--- config.mk ---
export PLATFORM = sky130hd
export DESIGN_NAME = multi_gap_cmd_fsm
export DESIGN_NICKNAME = d
export VERILOG_FILES = /design/src/rtl/multi_gap_cmd_fsm.sv
export SDC_FILE = /design/constraint.sdc
export NUM_CORES = 1
export LEC_CHECK = 0
export ABC_AREA = 0
export CORE_AREA = 2 2 39 41
export DETAILED_ROUTE_END_ITERATION = 6
export DIE_AREA = 0 0 41 43
export DONT_BUFFER_PORTS = 1
export SLEW_MARGIN = 30
export SYNTH_ARGS = -nofsm -noshare
export SYNTH_HDL_FRONTEND = slang
export SYNTH_SLANG_ARGS = --single-unit
export TNS_END_PERCENT = 5
--- constraint.sdc ---
create_clock -name clk -period 2.05 [get_ports clk]
set_input_delay 0.41 -clock clk [delete_from_list [all_inputs] [get_ports clk]]
set_output_delay 0.41 -clock clk [all_outputs]
set_load 0.02 [all_outputs]
--- src/rtl/multi_gap_cmd_fsm.sv ---
// Gap-terminated command FSM: a non-idle symbol followed by GAP idle cycles
// commits a clear/toggle/set to one channel bit of yout.
module multi_gap_cmd_fsm #(
    parameter int CH   = 4,
    parameter int IDXW = (CH > 1) ? $clog2(CH) : 1,
    parameter int GAP  = 1
) (
    input  logic            clk,
    input  logic            reset,
    input  logic [IDXW+1:0] ain,
    output logic [CH-1:0]   yout,
    output logic            done,
    output logic            err,
    output logic            armed
);

    localparam int GW = $clog2(GAP + 1);
    localparam logic [GW-1:0] GCNT_LAST = GW'(GAP - 1);

    typedef enum logic {
        S_IDLE  = 1'b0,
        S_ARMED = 1'b1
    } state_t;

    typedef enum logic [1:0] {
        OP_IDLE = 2'b00,
        OP_CLR  = 2'b01,
        OP_TGL  = 2'b10,
        OP_SET  = 2'b11
    } op_t;

    state_t          state_q, state_d;
    op_t             op_q, op_d;
    logic [IDXW-1:0] idx_q, idx_d;
    logic [GW-1:0]   gcnt_q, gcnt_d;
    logic [CH-1:0]   yout_q, yout_d;
    logic            done_q, done_d;
    logic            err_q, err_d;

    op_t             ain_op;
    logic [IDXW-1:0] ain_idx;
    logic            idx_valid;

    assign ain_op    = op_t'(ain[IDXW+1:IDXW]);
    assign ain_idx   = ain[IDXW-1:0];
    // The index field may be wider than needed when CH is not a power of two.
    assign idx_valid = (int'(idx_q) < CH);

    always_comb begin
        // NOTE: every _d gets a default first so no path leaves it unassigned (no latches).
        state_d = state_q;
        op_d    = op_q;
        idx_d   = idx_q;
        gcnt_d  = gcnt_q;
        yout_d  = yout_q;
        done_d  = 1'b0;
        err_d   = 1'b0;

        case (state_q)
            S_IDLE: begin
                if (ain_op != OP_IDLE) begin
                    state_d = S_ARMED;
                    op_d    = ain_op;
                    idx_d   = ain_idx;
                    gcnt_d  = '0;
                end
            end
            S_ARMED: begin
                if (ain_op != OP_IDLE) begin
                    // Latest symbol wins and restarts the gap.
                    op_d   = ain_op;
                    idx_d  = ain_idx;
                    gcnt_d = '0;
                end else if (gcnt_q != GCNT_LAST) begin
                    gcnt_d = gcnt_q + GW'(1);
                end else begin
                    state_d = S_IDLE;
                    gcnt_d  = '0;
                    if (idx_valid) begin
                        done_d = 1'b1;
                        for (int i = 0; i < CH; i++) begin
                            if (idx_q == IDXW'(i)) begin
                                case (op_q)
                                    OP_CLR:  yout_d[i] = 1'b0;
                                    OP_TGL:  yout_d[i] = ~yout_q[i];
                                    OP_SET:  yout_d[i] = 1'b1;
                                    default: yout_d[i] = yout_q[i];
                                endcase
                            end
                        end
                    end else begin
                        err_d = 1'b1;
                    end
                end
            end
            default: state_d = S_IDLE;
        endcase
    end

    always_ff @(posedge clk) begin
        // NOTE: state registers use non-blocking assignments so every flop samples pre-edge values.
        if (reset) begin
            state_q <= S_IDLE;
            op_q    <= OP_IDLE;
            idx_q   <= '0;
            gcnt_q  <= '0;
            yout_q  <= '0;
            done_q  <= 1'b0;
            err_q   <= 1'b0;
        end else begin
            state_q <= state_d;
            op_q    <= op_d;
            idx_q   <= idx_d;
            gcnt_q  <= gcnt_d;
            yout_q  <= yout_d;
            done_q  <= done_d;
            err_q   <= err_d;
        end
    end

    assign yout  = yout_q;
    assign done  = done_q;
    assign err   = err_q;
    assign armed = (state_q == S_ARMED);

endmodule

==> results of run 1 <==
metrics by stage:
| stage | power (mW) | worst slack, ns |
|---|---|---|
| 2_1_floorplan | 0.238 | 0.448 |
| 3_3_place_gp | 0.239 | 0.394 |
| 3_5_place_dp | 0.239 | 0.380 |
| 4_1_cts | 0.423 | 0.363 |
| 5_1_grt | 0.433 | 0.305 |
| 6_report | 0.414 | 0.364 |
cell type report:
class	count	area (µm²)	share of cell area [%]
sequential	10	200	41.9
inverter	3	11.3	2.36
tap	16	20.0	4.19
multi-input combinational	36	210	44.0
clock buffer	4	36.3	7.59
state kept, by name, indices dropped and copies added, names as in the netlist:
register,flops
yout,4
armed,1
op_q,2
idx_q,2
done,1
worst max path at each step:
stage                startpoint  slack, ns              endpoint
6_report       armed$_SDFF_PP0_       0.36  yout[3]$_SDFFE_PP0P_
2_1_floorplan  armed$_SDFF_PP0_       0.45  yout[3]$_SDFFE_PP0P_
5_1_grt        armed$_SDFF_PP0_       0.30  yout[3]$_SDFFE_PP0P_
3_3_place_gp   armed$_SDFF_PP0_       0.39  yout[3]$_SDFFE_PP0P_
4_1_cts        armed$_SDFF_PP0_       0.36  yout[3]$_SDFFE_PP0P_
3_5_place_dp   armed$_SDFF_PP0_       0.38  yout[3]$_SDFFE_PP0P_
cells in the final DEF (no fill, tap or decap), types with 2 or more instances in the layout:
cell type and count:
inv_1 3, nand4b_1 3, a21oi_1 8, o41ai_1 3, dfxtp_1 10, nor2_1 6
nand2_1 3, nor2b_1 3, o21ai_0 2, nand2b_1 4, clkbuf_4 3
power breakdown:
part	leakage, nW	internal [mW]	total, mW	switching (mW)
registers	0.0821	0.202	0.214	0.0128
logic	0.0604	0.00913	0.0206	0.0115
clock network	0.0210	0.108	0.179	0.0710
cells in the mapped netlist, drive strengths merged:
library cell / number
or3b: 1
a21oi: 8
nor2: 6
nor2b: 3
o31ai: 1
buf: 2
or4b: 1
dfxtp: 10
clkbuf: 1
o41ai: 3
nand2b: 4
inv: 3
conb: 1
nand4b: 3
nand2: 3
o21ai: 2
logic make-up (layout without fill, tap and decap cells):
group                  Yosys count  after routing  share of synthesized area, %
other                            1              1                         0.856
buffers and inverters            6              7                          6.28
and+or+nand+nor                 21             21                          28.0
AOI/OAI and AO/OA               14             14                          19.1
DFF                             10             10                          45.7
routing by layer:
metal  vias up  GRT usage, %  routed length (µm)
met5         -             0                   0
met4         0          8.00                   0
met3         0          5.24                  36
met2        12          16.9                 444
met1       170          16.8                 402
li1        184             -                   -
==> metrics, run 1 <==
outcome complete, no violations; largest net degree at the start of global routing 11; DRC violations left 0; Final Max Tran Viols 0; Post-Syn Instances 52; nets@finish 60; Clock Latency Late Sink 0.26 ns; final core occ 34.5%; post-DR wirelength/cell 12.8 µm; Syn Nets 58; Critical Path Slowest Stage Cell or4b_1; io pins 13; Seq cells post-synth 10; Cell Pwr Density 866 mW/mm²; Post-DRT Antenna Nets 0; post-route insts no fill 69; total gr overflow 0; top post-synthesis cells by area dfxtp_1, a21oi_1, nand4b_1; dpl hpwl 616 µm; Crit path depth 3; antenna cells 0; synthesized cell area 438 µm²; CP Class flop to flop; Seq/Total Area, Yosys 45.7%; worst hold slack 0.204 ns; Hold Vio Cnt, Final 0; FMAX 593 MHz; clock root buffer clkbuf_4; FF-to-FF setup slack 0.36 ns; Resized Gates After CTS 0; H-tree Lvls 1; Reg2Reg Capture Point yout[3]$_SDFFE_PP0P_; static leakage 0.163 nW; CTS tree yes; Buffers & Inverters on Critical Path 0; setup tns final 0 ns; area delta synth->final 9.14%; DIE AREA 0.00176 mm²; Reg-to-Reg Start armed$_SDFF_PP0_; Die X 41 µm; CP delay by family, top simple AND/OR/NAND/NOR gates; clk_skew 0.00363 ns; Synth cell types 17; vias in the first global route 357; hold path cells 1; Initial Util 31.6%; DR pass1 iterations 4; fin crit share 82.3%; Setup crit start kind flop; fin area 478 µm²; max-cap violations 0; CP arrival 1.89 ns; CP peak stage delay 0.55 ns; post-DR vias/cell 5.30; Port Buffers 0; fillers 150; RSZ-0062 raised after global routing false; Critical Path RT 2.25 ns; Peak supply drop 0.247 mV; Clock Sinks 10; WL final 883 µm; largest area contributor in the netlist dfxtp_1; synth warn 0; Synth top area share 45.7%; reg2reg path depth 3; DRT iter0 DRCs 8; global-route wire length before repair 1540 µm; Critical Path Sink Type flop; Critical Path Fanout Max 9; fin crit period 1.69 ns; CTS Buf Count 3; Placeable Area 0.00138 mm²; min-delay src reset; Clock transition at path regs 0.07 ns; Hold Crit Class input port to flop; syn_area_per_cell 8.42 µm²; final setup fails 0; worst-path cell chain or3b_1 > or4b_1 > a21oi_1; post-CTS setup buffer count 0; row count 14; initial antenna violation count 0; share of cells above drive strength 1 7.55%; RePlAce Congestion 0.713; Hold-fix buffers, CTS 0; worst hold path endpoint yout[3]$_SDFFE_PP0P_; placed insts 65; routed vias 366; placed inst area 442 µm²; GRT Overall Usage 12.9%; clk buf depth 2; die height 43 µm
Note: power is estimated with default switching activity, not from simulation.
==> run 2: changes to the inputs <==
clock period = 1.45 ns   (was 2.05 ns; I/O delays follow)
==> metrics, run 2 (synthesis gave the netlist of run 1 again) <==
pre-CTS setup slack 0.0763 ns (was 0.380 ns); Sequential Area 204 µm² (was 200 µm²); M1 WL 404 µm (was 402 µm); Hold Crit Class input port to flop (unchanged); GRT Overall Usage 13.3% (was 12.9%); Resized Gates After CTS 0 (unchanged); share of cells above drive strength 1 20.7% (was 7.55%); Port Buffers 0 (unchanged); Clock Latency Late Sink 0.26 ns (about the same); fin crit share 95.7% (was 82.3%); fin crit period 1.39 ns (was 1.69 ns); PnR worst setup slack 0.0626 ns (was 0.364 ns); Hold Vio Cnt, Final 0 (unchanged); Post-DRT Antenna Nets 0 (unchanged); CTS Buf Count 3 (unchanged); Final Max Tran Viols 0 (unchanged); post-DR vias/cell 5.28 (was 5.30); Die X 41 µm (unchanged); die height 43 µm (unchanged); largest net degree at the start of global routing 11 (unchanged); Critical Path RT 1.65 ns (was 2.25 ns); Clock Sinks 10 (unchanged); Peak supply drop 0.427 mV (was 0.247 mV); global-route wire length before repair 1570 µm (was 1540 µm); Cell Pwr Density 1030 mW/mm² (was 866 mW/mm²); max reg flops 4 (unchanged); DIE AREA 0.00176 mm² (unchanged); antenna cells 0 (unchanged); worst hold slack 0.0775 ns (was 0.204 ns); Placeable Area 0.00138 mm² (unchanged); static leakage 0.184 nW (was 0.163 nW); FMAX 721 MHz (was 593 MHz); DRC violations left 0 (unchanged); DRT iter0 DRCs 4 (was 8); clock root buffer clkbuf_4 (unchanged); highest routed layer met3 (unchanged); io pins 13 (unchanged); final setup fails 0 (unchanged); RePlAce Congestion 0.675 (was 0.713); Critical Path Sink Type flop (unchanged); clk buf depth 2 (unchanged); DR pass1 iterations 4 (unchanged); post-CTS setup buffer count 0 (unchanged); wire length on met3 57 µm (was 36 µm); total gr overflow 0 (unchanged); row count 14 (unchanged); clk_skew 0.00596 ns (was 0.00363 ns); nets@finish 65 (was 60); H-tree Lvls 1 (unchanged); initial antenna violation count 0 (unchanged); post-DR wirelength/cell 12.1 µm (was 12.8 µm); Initial Util 31.6% (unchanged); outcome complete, no violations (unchanged); most common cell after layout, fill and taps aside dfxtp_1 (unchanged); Multi-input gate area 229 µm² (was 210 µm²); CTS tree yes (unchanged); CP arrival 1.59 ns (was 1.89 ns); WL final 894 µm (was 883 µm); area delta synth->final 20.6% (was 9.14%); Setup crit start kind flop (unchanged); Hold-fix buffers, CTS 0 (unchanged); most frequent cells in the layout dfxtp_1, a21oi_1, nor2_1 (unchanged); Critical Path Fanout Max 2 (was 9); length of routed met2 wiring 432 µm (was 444 µm); fillers 149 (was 150); Clock transition at path regs 0.07 ns (about the same); dpl hpwl 647 µm (was 616 µm); max-cap violations 0 (unchanged); setup tns final 0 ns (unchanged); vias in the first global route 385 (was 357); CP Class flop to flop (unchanged); RSZ-0062 raised after global routing true (was false); routed vias 391 (was 366)
[run 2: changes by cell type in the layout (fill, tap and decap cells not counted), sizes merged]
cell  previous run  this run
buf              0         5
[run 2: stage by stage]
stage	instances	power (mW)	area [µm²]	util, %
after global placement	70	0.346	483	34.9
after floorplan	52	0.337	448	-
final	74	0.542	528	38.2
after CTS	74	0.549	509	36.8
after global routing	74	0.574	528	38.2
after detailed placement	70	0.346	483	34.9
[run 2: worst max-delay path, cell delays in order, from the launching register on]
cell and delay, ns:
dfxtp_4 0.34, or3b_1 0.35, or4b_1 0.49, a21oi_2 0.14
[run 2: per-layer routing]
layer,global-route usage (%),vias to the layer above
met3,6.81,0
li1,-,191
met2,18.1,14
met5,0,-
met4,6.00,0
met1,17.0,186
[run 2: worst paths after layout]
path | startpoint | end | slack [ns] | depth (start not counted)
min reg2reg | idx_q[0]$_SDFFE_PP0P_ | idx_q[0]$_SDFFE_PP0P_ | 0.48 | 2
max reg2reg | armed$_SDFF_PP0_ | yout[3]$_SDFFE_PP0P_ | 0.06 | 3
max | armed$_SDFF_PP0_ | yout[3]$_SDFFE_PP0P_ | 0.06 | 3
min | reset | armed$_SDFF_PP0_ | 0.08 | 1
[run 2: final cells by class]
type	instances	share of cell area [%]
multi-input cells	36	43.4
flip-flops and latches	10	38.6
repair buffers	5	7.11
clock buffers	4	4.98
well taps	16	3.79
inverters	3	2.13
[run 2: where the power goes]
group | internal [mW] | switching (mW)
combinational | 0.0206 | 0.0270
sequential | 0.285 | 0.0108
clock | 0.106 | 0.0926
==> run 3: changes to the inputs <==
PLACE_DENSITY = 0.52   (was unset)
SETUP_SLACK_MARGIN = 0.05   (was unset)
==> metrics, run 3 (synthesis gave the netlist of run 1 again) <==
Critical Path Sink Type flop (unchanged); DRT iter0 DRCs 4 (unchanged); final setup fails 0 (unchanged); CTS tree yes (unchanged); Buffers & Inverters on Critical Path 0 (unchanged); worst hold path endpoint armed$_SDFF_PP0_ (unchanged); GRT Overall Usage 13.3% (unchanged); share of cells above drive strength 1 25.4% (was 20.7%); CP delay by family, top simple AND/OR/NAND/NOR gates (unchanged); Setup crit start kind flop (unchanged); Post-DRT Antenna Nets 0 (unchanged); antenna cells 0 (unchanged); die height 43 µm (unchanged); max reg flops 4 (unchanged); clk buf depth 2 (unchanged); PnR worst setup slack 0.0418 ns (was 0.0626 ns); Die X 41 µm (unchanged); post-DR wirelength/cell 12.5 µm (was 12.1 µm); WL final 935 µm (was 894 µm); max-cap violations 0 (unchanged); most frequent cells in the layout dfxtp_1, a21oi_1, nor2_1, buf_4, nand2b_1 (was dfxtp_1, a21oi_1, nor2_1); DR pass1 iterations 4 (unchanged); clock root buffer clkbuf_4 (unchanged); outcome complete, no violations (unchanged); Critical Path RT 1.65 ns (about the same); setup tns final 0 ns (unchanged); Critical Path Fanout Max 6 (was 2); Placeable Area 0.00138 mm² (unchanged); Clock Latency Late Sink 0.26 ns (about the same); CTS Buf Count 3 (unchanged); static leakage 0.197 nW (was 0.184 nW); CP arrival 1.61 ns (was 1.59 ns); RePlAce Congestion 0.734 (was 0.675); clk_skew 0.00193 ns (was 0.00596 ns); Final Max Tran Viols 0 (unchanged); Hold-fix buffers, CTS 0 (unchanged); Clock Sinks 10 (unchanged); H-tree Lvls 1 (unchanged); row count 14 (unchanged); global-route wire length before repair 1510 µm (was 1570 µm); Cell Pwr Density 1080 mW/mm² (was 1030 mW/mm²); post-DR vias/cell 5.13 (was 5.28); Initial Util 31.6% (unchanged); RSZ-0062 raised after global routing true (unchanged); CP Class flop to flop (unchanged); largest net degree at the start of global routing 11 (unchanged); Reg2Reg Capture Point yout[3]$_SDFFE_PP0P_ (unchanged); crit path launch armed$_SDFF_PP0_ (unchanged); pre-CTS setup slack 0.00584 ns (was 0.0763 ns); initial antenna violation count 0 (unchanged); min-delay src reset (unchanged); vias in the first global route 365 (was 385); most common cell after layout, fill and taps aside dfxtp_1 (unchanged); Port Buffers 0 (unchanged); dpl hpwl 688 µm (was 647 µm); FMAX 710 MHz (was 721 MHz); final core occ 39.6% (was 38.2%); Hold Crit Class input port to flop (unchanged); hold path cells 1 (unchanged); routed vias 385 (was 391); fin crit period 1.41 ns (was 1.39 ns); total gr overflow 0 (unchanged); Peak supply drop 0.483 mV (was 0.427 mV); Critical Path Slowest Stage Cell or4b_4 (was or4b_1); Hold Vio Cnt, Final 0 (unchanged); worst-path cell chain or3b_4 > or4b_4 > a21oi_1 (was or3b_1 > or4b_1 > a21oi_2); placed inst area 490 µm² (was 483 µm²); DRC violations left 0 (unchanged); CP peak stage delay 0.48 ns (was 0.49 ns); fin crit share 97.1% (was 95.7%); Reg-to-Reg Start armed$_SDFF_PP0_ (unchanged); area delta synth->final 25.1% (was 20.6%); FF-to-FF setup slack 0.04 ns (was 0.06 ns); io pins 13 (unchanged); fin area 548 µm² (was 528 µm²); nets@finish 66 (was 65); Clock transition at path regs 0.07 ns (about the same); DIE AREA 0.00176 mm² (unchanged); reg2reg path depth 3 (unchanged)
[run 3: changes by cell type in the layout (fill, tap and decap cells not counted), sizes merged]
cell  previous run  this run
buf              5         6
[run 3: per-stage QoR]
step | instances | hold slack, ns | power (mW)
2_1_floorplan | 52 | 0.407 | 0.337
3_3_place_gp | 71 | 0.356 | 0.348
3_5_place_dp | 71 | 0.357 | 0.348
4_1_cts | 75 | 0.0714 | 0.601
5_1_grt | 75 | 0.0674 | 0.626
6_report | 75 | 0.0829 | 0.593
[run 3: how the worst max path moves through the flow]
stage / cells after the start / to / slack [ns]
3_5_place_dp: 3 / yout[3]$_SDFFE_PP0P_ / 0.006
6_report: 3 / yout[3]$_SDFFE_PP0P_ / 0.04
4_1_cts: 3 / yout[3]$_SDFFE_PP0P_ / 0.04
5_1_grt: 3 / yout[3]$_SDFFE_PP0P_ / 0.01
3_3_place_gp: 4 / yout[1]$_SDFFE_PP0P_ / 0.02
2_1_floorplan: 4 / yout[3]$_SDFFE_PP0P_ / -0.05
[run 3: layer usage]
layer  GRT usage, %  up-vias  routed length (µm)
li1               -      192                   -
met1           15.7      178                 408
met3           6.81        4                  65
met2           16.9       11                 440
met4           11.3        0                  21
met5              0        -                   0
[run 3: what timing repair did]
item	4_1_cts	5_1_grt
setup endpoints to repair	3	3
resized for setup	2	2
buffers inserted	0	0
pin swaps	1	0
[run 3: area by class of cell]
type / count / area [µm²]
repair buffers: 6 / 45.0
clock buffers: 4 / 36.3
fillers: 154 / 836
well taps: 16 / 20.0
flip-flops and latches: 10 / 204
inverters: 3 / 11.3
multi-input cells: 36 / 231
[run 3: worst register-to-register path: stages, from the launching register on]
cell,delay (ns)
dfxtp_4,0.34
or3b_4,0.40
or4b_4,0.48
a21oi_1,0.12
[run 3: power breakdown]
group | switching [mW] | internal, mW
registers | 0.0104 | 0.284
clock network | 0.0941 | 0.152
logic | 0.0288 | 0.0229
total | 0.133 | 0.460
